`config.mk`:
```
export PLATFORM = sky130hd
export DESIGN_NAME = clk_div_sched
export DESIGN_NICKNAME = d
export VERILOG_FILES = /design/src/rtl/clk_div_pkg.sv /design/src/rtl/clk_div_core.sv /design/src/rtl/clk_div_sched.sv
export SDC_FILE = /design/constraint.sdc
export NUM_CORES = 1
export LEC_CHECK = 0
export CORE_ASPECT_RATIO = 1.4
export CORE_MARGIN = 2
export CORE_UTILIZATION = 43
export CTS_CLUSTER_DIAMETER = 60
export CTS_CLUSTER_SIZE = 10
export DETAILED_ROUTE_END_ITERATION = 10
export PLACE_DENSITY = 0.74
export SLEW_MARGIN = 20
export SYNTH_ARGS = -nofsm -noshare
export SYNTH_HDL_FRONTEND = slang
export SYNTH_SLANG_ARGS = --single-unit
```
`constraint.sdc`:
```
create_clock -name i_clk -period 3.3 [get_ports i_clk]
set_input_delay 0.66 -clock i_clk [delete_from_list [all_inputs] [get_ports i_clk]]
set_output_delay 0.66 -clock i_clk [all_outputs]
set_load 0.02 [all_outputs]
```
`src/rtl/clk_div_pkg.sv`:
```
// clk_div_pkg: shared FSM state type and default sizing for the
// scheduled clock divider.
`timescale 1ns/1ps
package clk_div_pkg;

    typedef enum logic [1:0] {
        IDLE = 2'd0,
        RUN  = 2'd1,
        PEND = 2'd2
    } state_e;

    localparam int NW_DEF      = 4;
    localparam int NUM_REQ_DEF = 2;
    localparam int PCNT_W      = 16;

endpackage

```
`src/rtl/clk_div_core.sv`:
```
// clk_div_core: period counter and registered divided clock.
// Holds the applied N; a load restarts the period at cnt=0.
`timescale 1ns/1ps
module clk_div_core #(
    parameter int NW = 4
) (
    input  logic          i_clk,
    input  logic          rst,
    input  logic          load,
    input  logic [NW-1:0] load_n,
    input  logic          run,
    output logic          out_clk,
    output logic          boundary,
    output logic [NW-1:0] cur_n
);

    logic [NW:0]   cnt_q, cnt_d, last;
    logic [NW-1:0] n_q, n_d;
    logic          out_q, out_d;

    // Last count of the period and next counter / clock values.
    always_comb begin
        last     = {n_q, 1'b0} - {{NW{1'b0}}, 1'b1};
        boundary = run && (cnt_q == last);
        n_d      = load ? load_n : n_q;
        out_d    = run && (cnt_q < {1'b0, n_q});
        cnt_d    = '0;
        if (!load && run && !boundary) begin
            cnt_d = cnt_q + {{NW{1'b0}}, 1'b1};
        end
    end

    // Counter, applied N and divided-clock registers.
    always_ff @(posedge i_clk) begin
        if (rst) begin
            cnt_q <= '0;
            n_q   <= '0;
            out_q <= 1'b0;
        end else begin
            cnt_q <= cnt_d;
            n_q   <= n_d;
            out_q <= out_d;
        end
    end

    assign out_clk = out_q;
    assign cur_n   = n_q;

endmodule

```
`src/rtl/clk_div_sched.sv`:
```
// clk_div_sched: round-robin arbitrated divide-ratio changes applied
// only at period boundaries. Option: CLK_DIV_SCHED_PERIOD_CNT_EN.
`timescale 1ns/1ps
module clk_div_sched
    import clk_div_pkg::*;
#(
    parameter int NUM_REQ = NUM_REQ_DEF,
    parameter int NW      = NW_DEF
) (
    input  logic                  i_clk,
    input  logic                  rst,
    input  logic [NUM_REQ-1:0]    req,
    input  logic [NUM_REQ*NW-1:0] req_n,
    output logic [NUM_REQ-1:0]    ack,
    output logic                  out_clk,
    output logic [NW-1:0]         cur_n,
    output logic                  busy
`ifdef CLK_DIV_SCHED_PERIOD_CNT_EN
    ,
    output logic [PCNT_W-1:0]     period_cnt
`endif
);

    localparam int PW = (NUM_REQ > 1) ? $clog2(NUM_REQ) : 1;

    state_e             state_q, state_d;
    logic [NUM_REQ-1:0] ack_q, ack_d;
    logic [NW-1:0]      pend_q, pend_d;
    logic               busy_q, busy_d;
    logic [PW-1:0]      ptr_q, ptr_d;

    logic               found;
    logic [PW-1:0]      win;
    logic [PW:0]        idx, nxt;
    logic [NW-1:0]      win_n;
    logic               accept;
    logic               load;
    logic [NW-1:0]      load_n;
    logic               run;
    logic               boundary;

    // Round-robin search starting at the priority pointer.
    always_comb begin
        found = 1'b0;
        win   = '0;
        idx   = '0;
        for (int k = 0; k < NUM_REQ; k++) begin
            idx = {1'b0, ptr_q} + (PW+1)'(k);
            if (idx >= (PW+1)'(NUM_REQ)) begin
                idx = idx - (PW+1)'(NUM_REQ);
            end
            if (!found && req[idx[PW-1:0]]) begin
                found = 1'b1;
                win   = idx[PW-1:0];
            end
        end
        nxt = {1'b0, win} + {{PW{1'b0}}, 1'b1};
        if (nxt == (PW+1)'(NUM_REQ)) begin
            nxt = '0;
        end
        win_n = req_n[int'(win)*NW +: NW];
    end

    // The ack cycle is skipped so a request still held while its ack
    // is visible is not granted twice for the same change.
    assign accept = found && (ack_q == '0) && (state_q != PEND);
    assign run    = (state_q != IDLE);

    // FSM next state, grant and divider load control.
    always_comb begin
        state_d = state_q;
        ack_d   = '0;
        pend_d  = pend_q;
        busy_d  = busy_q;
        ptr_d   = ptr_q;
        load    = 1'b0;
        load_n  = '0;
        unique case (state_q)
            IDLE: begin
                if (accept) begin
                    ack_d[win] = 1'b1;
                    ptr_d      = nxt[PW-1:0];
                    if (win_n != '0) begin
                        load    = 1'b1;
                        load_n  = win_n;
                        state_d = RUN;
                    end
                end
            end
            RUN: begin
                if (accept) begin
                    ack_d[win] = 1'b1;
                    ptr_d      = nxt[PW-1:0];
                    pend_d     = win_n;
                    busy_d     = 1'b1;
                    state_d    = PEND;
                end
            end
            PEND: begin
                if (boundary) begin
                    load    = 1'b1;
                    load_n  = pend_q;
                    pend_d  = '0;
                    busy_d  = 1'b0;
                    state_d = (pend_q == '0) ? IDLE : RUN;
                end
            end
            default: begin
                state_d = IDLE;
            end
        endcase
    end

    // FSM and arbitration state registers.
    always_ff @(posedge i_clk) begin
        if (rst) begin
            state_q <= IDLE;
            ack_q   <= '0;
            pend_q  <= '0;
            busy_q  <= 1'b0;
            ptr_q   <= '0;
        end else begin
            state_q <= state_d;
            ack_q   <= ack_d;
            pend_q  <= pend_d;
            busy_q  <= busy_d;
            ptr_q   <= ptr_d;
        end
    end

    clk_div_core #(
        .NW(NW)
    ) u_core (
        .i_clk   (i_clk),
        .rst     (rst),
        .load    (load),
        .load_n  (load_n),
        .run     (run),
        .out_clk (out_clk),
        .boundary(boundary),
        .cur_n   (cur_n)
    );

    assign ack  = ack_q;
    assign busy = busy_q;

`ifdef CLK_DIV_SCHED_PERIOD_CNT_EN
    logic [PCNT_W-1:0] pcnt_q, pcnt_d;

    // Completed periods since the last ratio change, saturating.
    always_comb begin
        pcnt_d = pcnt_q;
        if (load && (load_n != cur_n)) begin
            pcnt_d = '0;
        end else if (boundary && (pcnt_q != '1)) begin
            pcnt_d = pcnt_q + 1'b1;
        end
    end

    // Period count register.
    always_ff @(posedge i_clk) begin
        if (rst) begin
            pcnt_q <= '0;
        end else begin
            pcnt_q <= pcnt_d;
        end
    end

    assign period_cnt = pcnt_q;
`endif

endmodule

```
==> results of run 1 <==
[layer usage]
metal / share of wire [%] / GRT usage (%) / up-vias
li1: - / - / 487
met5: 0 / 0 / -
met2: 52 / 30.3 / 21
met1: 43 / 19.4 / 454
met4: 1.8 / 7.29 / 0
met3: 2.6 / 2.54 / 5
[critical path, cell delays in order]
cell             delay, ns
clkdlybuf4s50_1       0.64
o21ai_1               0.19
or3b_1                0.51
o21bai_1              0.21
a21oi_1               0.13
[cell type report]
class                   instances  area [um^2]
fillers                       236         1060
well taps                      34         42.5
flip-flops and latches         20          400
inverters                       5         18.8
repair buffers                 19          190
multi-input cells              93          664
clock buffers                   4         36.3
[worst paths after layout]
| path | cells past startpoint | from | slack [ns] | endpoint |
|---|---|---|---|---|
| max reg2reg | 6 | u_core.cur_n[0] | 1.40 | u_core.cur_n[1] |
| min | 2 | busy | 0.48 | busy |
| min reg2reg | 2 | busy | 0.48 | busy |
| max | 5 | req[1] | 1.19 | pend_q[3] |
[state kept, by name (all words and copies together) (netlist names)]
name,count
u_core.cnt_q,5
pend_q,4
u_core.cur_n,4
ack,2
state_q,2
busy,1
ptr_q,1
u_core.out_clk,1
[cell usage in the layout (no fill, tap or decap), types with 2 or more instances in the layout]
| cell | n |
|---|---|
| a21oi_1 | 10 |
| a21boi_0 | 3 |
| o221a_1 | 2 |
| nor3_1 | 4 |
| nand3_1 | 8 |
| nand2_1 | 5 |
| and3_1 | 6 |
| nor2_1 | 9 |
| xnor2_1 | 3 |
| clkdlybuf4s50_1 | 19 |
| o21ai_0 | 4 |
| nor4_1 | 3 |
| o21bai_1 | 4 |
| clkbuf_4 | 3 |
| ha_1 | 5 |
| dfxtp_1 | 20 |
| inv_1 | 5 |
| xor2_1 | 5 |
[power by group]
part | internal, W | leakage [nW] | switching, W
combinational | 0.000130 | 0.359 | 0.000133
clock | 0.0000673 | 0.0210 | 0.0000713
sequential | 0.000272 | 0.164 | 0.0000320
total | 0.000469 | 0.544 | 0.000236
[through the flow]
stage / utilization (%) / power [W]
6_report: 56.0 / 0.000705
5_1_grt: 56.0 / 0.000754
4_1_cts: 56.0 / 0.000711
3_5_place_dp: 54.5 / 0.000573
3_3_place_gp: 54.5 / 0.000563
2_1_floorplan: - / 0.000489
[cell families after synthesis]
logic type	count (synthesis)	synth area share (%)
AOI/OAI and AO/OA	32	20.7
muxes	2	1.93
xor gates and xnor gates	9	7.84
DFF	20	36.4
adders and majority gates	5	5.68
and+or+nand+nor	45	24.2
buffers and inverters	9	3.30
==> impl_metrics.toml, run 1 <==
[status]
status = "finished, final reports clean"

[worst_setup_path]
start_kind = "input pin"
crit_required_ns = 3.52
cp_max_fo = 11
worst_ep_arrival_time_ns = 2.34
setup.worst_path.class = "input pin to flip-flop"
cp-end-kind = "flip-flop"

[logic_synthesis]
yosysWarningCount = 0
ys_types = 40
synth.largest_area_cell = "dfxtp_1"
synth_common_cells = "dfxtp_1 (20), a21oi_1 (10), nor2_1 (9), nand3_1 (8), and3_1 (6)"
netlist_area_um2 = 1100
synth_fp_nets = 139
synth_cells = 122
synth_flop_cell = "dfxtp_1"
synth-seq-cells = 20
yosysMostFrequentCell = "dfxtp_1"
async_flop_share_pct = 0
synth_edf_count = 0
synth_area_leaders = "dfxtp_1 (36%), ha_1 (5.7%), a21oi_1 (4.5%), xor2_1 (4.0%), nand3_1 (3.6%)"
synth_top_area_share_pct = 36.4
ys_seq_area_share_pct = 36.4
syn-mean-instance-area_um2 = 9.03

[place]
placedInstanceArea_um2 = 1320
dp_hpwl_um = 1860
numPortBuffers = 19
dp_slack_ns = 0.882
gp_congestion = 0.815
dp_cells = 171

[clocking]
hold_buffers = 0
path_clk_slew_ns = 0.11
clock_path_buffers = 2
cts_made_buffers = 3
cts_tree = "yes"
post-cts-setup-buffer-count = 0
cts_resized = 0
clock-sinks = 20
clk_latency_ns = 0.30
cts-root-buf = "clkbuf_4"
cts_max_level = 1

[sta]
slew_headroom_pct = 64.0
tightestPinTransition_ns = 0.539
hold_ws_ns = 0.479
finalSetupViolCount = 0
fin_crit_sh_pct = 64.1
fin_skew_ns = 0.00370
slew_violations = 0
fin_tns_setup_ns = 0
rsz0062_at_grt = "false"
period_minus_slack_ns = 2.11
setup_slack_ns = 1.19
max_freq_mhz = 473
hold_viol = 0

[detailed_routing]
wl_per_cell_um = 12.8
viasPerCell = 5.53
dr.first_iter.drc_count = 10
vias = 967
ant_nets = 0
wirelength_um = 2250
dr.pass1.iters = 2
drc = 0

[pwr]
power_density_nw_per_um2 = 521
power_leakage_nw = 0.544
vdd_drop_max_v = 0.000332

[floorplanning]
initial_core_util_pct = 45.5
fp.coreArea_um2 = 2420
die_y_um = 63.9
num_rows = 21
dieArea_um2 = 2990
io-pin-count = 20
fp.dieW_um = 46.8

[hold_path]
min_path_type = "flip-flop to flip-flop"

[global_routing]
grt_overflow = 0
antenna_found_initial = 0
first_global_vias = 949
grt_pass1_wl_um = 3940
grt_max_degree = 17
grt.total_usage_pct = 17.3

[layout]
antenna_cells = 0
layout.cells.non_filler = 175
syn_to_final_growth_pct = 22.8
fin_nets = 159
drive_gt1_share_pct = 9.93
fin_area_um2 = 1350

[run]
drv_cap = 0
Power figures use the tool's default switching activity.
==> inputs of run 2 (changes only) <==
--- a/config.mk
+++ b/config.mk
@@ -11,7 +11,7 @@
 export CTS_CLUSTER_DIAMETER = 60
 export CTS_CLUSTER_SIZE = 10
 export DETAILED_ROUTE_END_ITERATION = 10
-export PLACE_DENSITY = 0.74
+export PLACE_DENSITY = 0.76
 export SLEW_MARGIN = 20
 export SYNTH_ARGS = -nofsm -noshare
 export SYNTH_HDL_FRONTEND = slang
==> constraint.sdc (replaced) <==
create_clock -name i_clk -period 1.9 [get_ports i_clk]
set_input_delay 0.38 -clock i_clk [delete_from_list [all_inputs] [get_ports i_clk]]
set_output_delay 0.38 -clock i_clk [all_outputs]
set_load 0.02 [all_outputs]
==> impl_metrics.toml, run 2 (synthesis gave the netlist of run 1 again) <==
[detailed_routing]
wl_per_cell_um = 12.6
ant_nets = 0
dr.first_iter.drc_count = 20
wirelength_um = 2390
vias = 1019
drc = 0
dr.pass1.iters = 4
viasPerCell = 5.36

[sta]
hold_ws_ns = 0.475
slew_violations = 0
rsz0062_at_grt = "false"
hold_viol = 0
slew_headroom_pct = 72.9
tightestPinTransition_ns = 0.404
fin_skew_ns = 0.00530
max_freq_mhz = 560
finalSetupViolCount = 0
period_minus_slack_ns = 1.79
fin_crit_sh_pct = 94.0

[worst_setup_path]
crit_path_cell_trace = "clkdlybuf4s50_1 -> or4_4 -> a21oi_2 -> nor3b_2 -> nand2b_4 -> o221a_2"
crit_required_ns = 2.10
cp_max_fo = 6
cp_slowest_cell = "or4_4"
r2r_cells = 6
setup.worst_path.class = "input pin to flip-flop"
start_kind = "input pin"
worst_r2r_endpoint = "u_core.cur_n[1]"
cp-end-kind = "flip-flop"
r2r-start = "u_core.cur_n[0]"
critical-path-max-stage-delay_ns = 0.54
worst_ep_arrival_time_ns = 1.98
reg2reg_slack_ns = 0.15

[layout]
syn_to_final_growth_pct = 33.9
num-fill-cells = 225
drive_gt1_share_pct = 18.6
final_common_cell = "dfxtp_1"
final_cell_mix = "dfxtp_1 (20), clkdlybuf4s50_1 (19), buf_4 (15)"
largest_reg_flops = 5
layout.cells.non_filler = 190
fin_area_um2 = 1470
regArea_um2 = 400
antenna_cells = 0
fin_nets = 174
multi_input_area_um2 = 673
final_util_pct = 61.0
max_flop_register = "u_core.cnt_q"

[pwr]
power_leakage_nw = 0.615
power_density_nw_per_um2 = 877
vdd_drop_max_v = 0.000502

[hold_path]
hold_end = "busy"
holdCritStartpoint = "busy"
min_path_type = "flip-flop to flip-flop"
holdPathStages = 2

[clocking]
cts_made_buffers = 3
cts_max_level = 1
clk_latency_ns = 0.30
hold_buffers = 0
clock_path_buffers = 2
path_clk_slew_ns = 0.12
clock-sinks = 20
cts_tree = "yes"
cts-root-buf = "clkbuf_4"

[global_routing]
grtUsageMet2_pct = 31.0
grt_pass1_wl_um = 4000
grt_overflow = 0
grt_util_met1_pct = 20.1
first_global_vias = 960
grt_use_met3_pct = 2.82
grt.total_usage_pct = 18.1
grt_max_degree = 17
busiest_layer = "met2"
antenna_found_initial = 0

[status]
status = "finished, final reports clean"

[floorplanning]
fp.dieW_um = 46.8
dieArea_um2 = 2990
die_y_um = 63.9
num_rows = 21
io-pin-count = 20
initial_core_util_pct = 45.5
fp.coreArea_um2 = 2420

[place]
placedInstanceArea_um2 = 1430
dp_cells = 186
numPortBuffers = 19
gp_congestion = 0.767
dp_hpwl_um = 1900

[run]
drv_cap = 0
-- run 2: metal layers --
layer	wire (um)	part of all wire, %	vias up
met5	0	0	-
met4	34	1.4	0
met3	86	3.6	2
met2	1300	54	24
met1	968	41	474
li1	-	-	519
-- run 2: worst max-delay path by stage --
stage                          from              end
CTS                 u_core.cur_n[0]  u_core.cur_n[1]
floorplan           u_core.cur_n[0]  u_core.cur_n[1]
global route        u_core.cur_n[0]       state_q[0]
global placement           req_n[0]  u_core.cur_n[1]
finish                     req_n[0]  u_core.cur_n[1]
detailed placement         req_n[0]  u_core.cur_n[1]
-- run 2: report_power, final --
part | switching, W | total (W) | internal, W | leakage [nW]
registers | 0.0000465 | 0.000519 | 0.000472 | 0.164
clock network | 0.000131 | 0.000247 | 0.000117 | 0.0210
logic | 0.000262 | 0.000527 | 0.000265 | 0.430
total | 0.000439 | 0.00129 | 0.000854 | 0.615
-- run 2: stage by stage --
step	power [W]	worst slack, ns	TNS, ns
after floorplan	0.000850	0.0528	0
after global placement	0.00102	-0.159	-0.540
after detailed placement	0.00104	-0.217	-0.783
after CTS	0.00129	0.0825	0
after global routing	0.00138	0.0148	0
final	0.00129	0.114	0
-- run 2: layout make-up --
class | instances | share of cell area, %
multi-input combinational | 93 | 45.7
tap | 34 | 2.89
sequential | 20 | 27.2
timing repair buffer | 34 | 20.5
clock buffer | 4 | 2.46
inverter | 5 | 1.27
-- run 2: critical path, delay by kind of cell --
kind / cells / cell delay [ns]
compound gates: 2 / 0.39
simple gates: 3 / 0.78
buf+inv: 1 / 0.43
-- run 2: repair_timing --
item                       4_1_cts  5_1_grt
setup buffers                    0        0
resized for setup                0        1
setup endpoints to repair        0        2
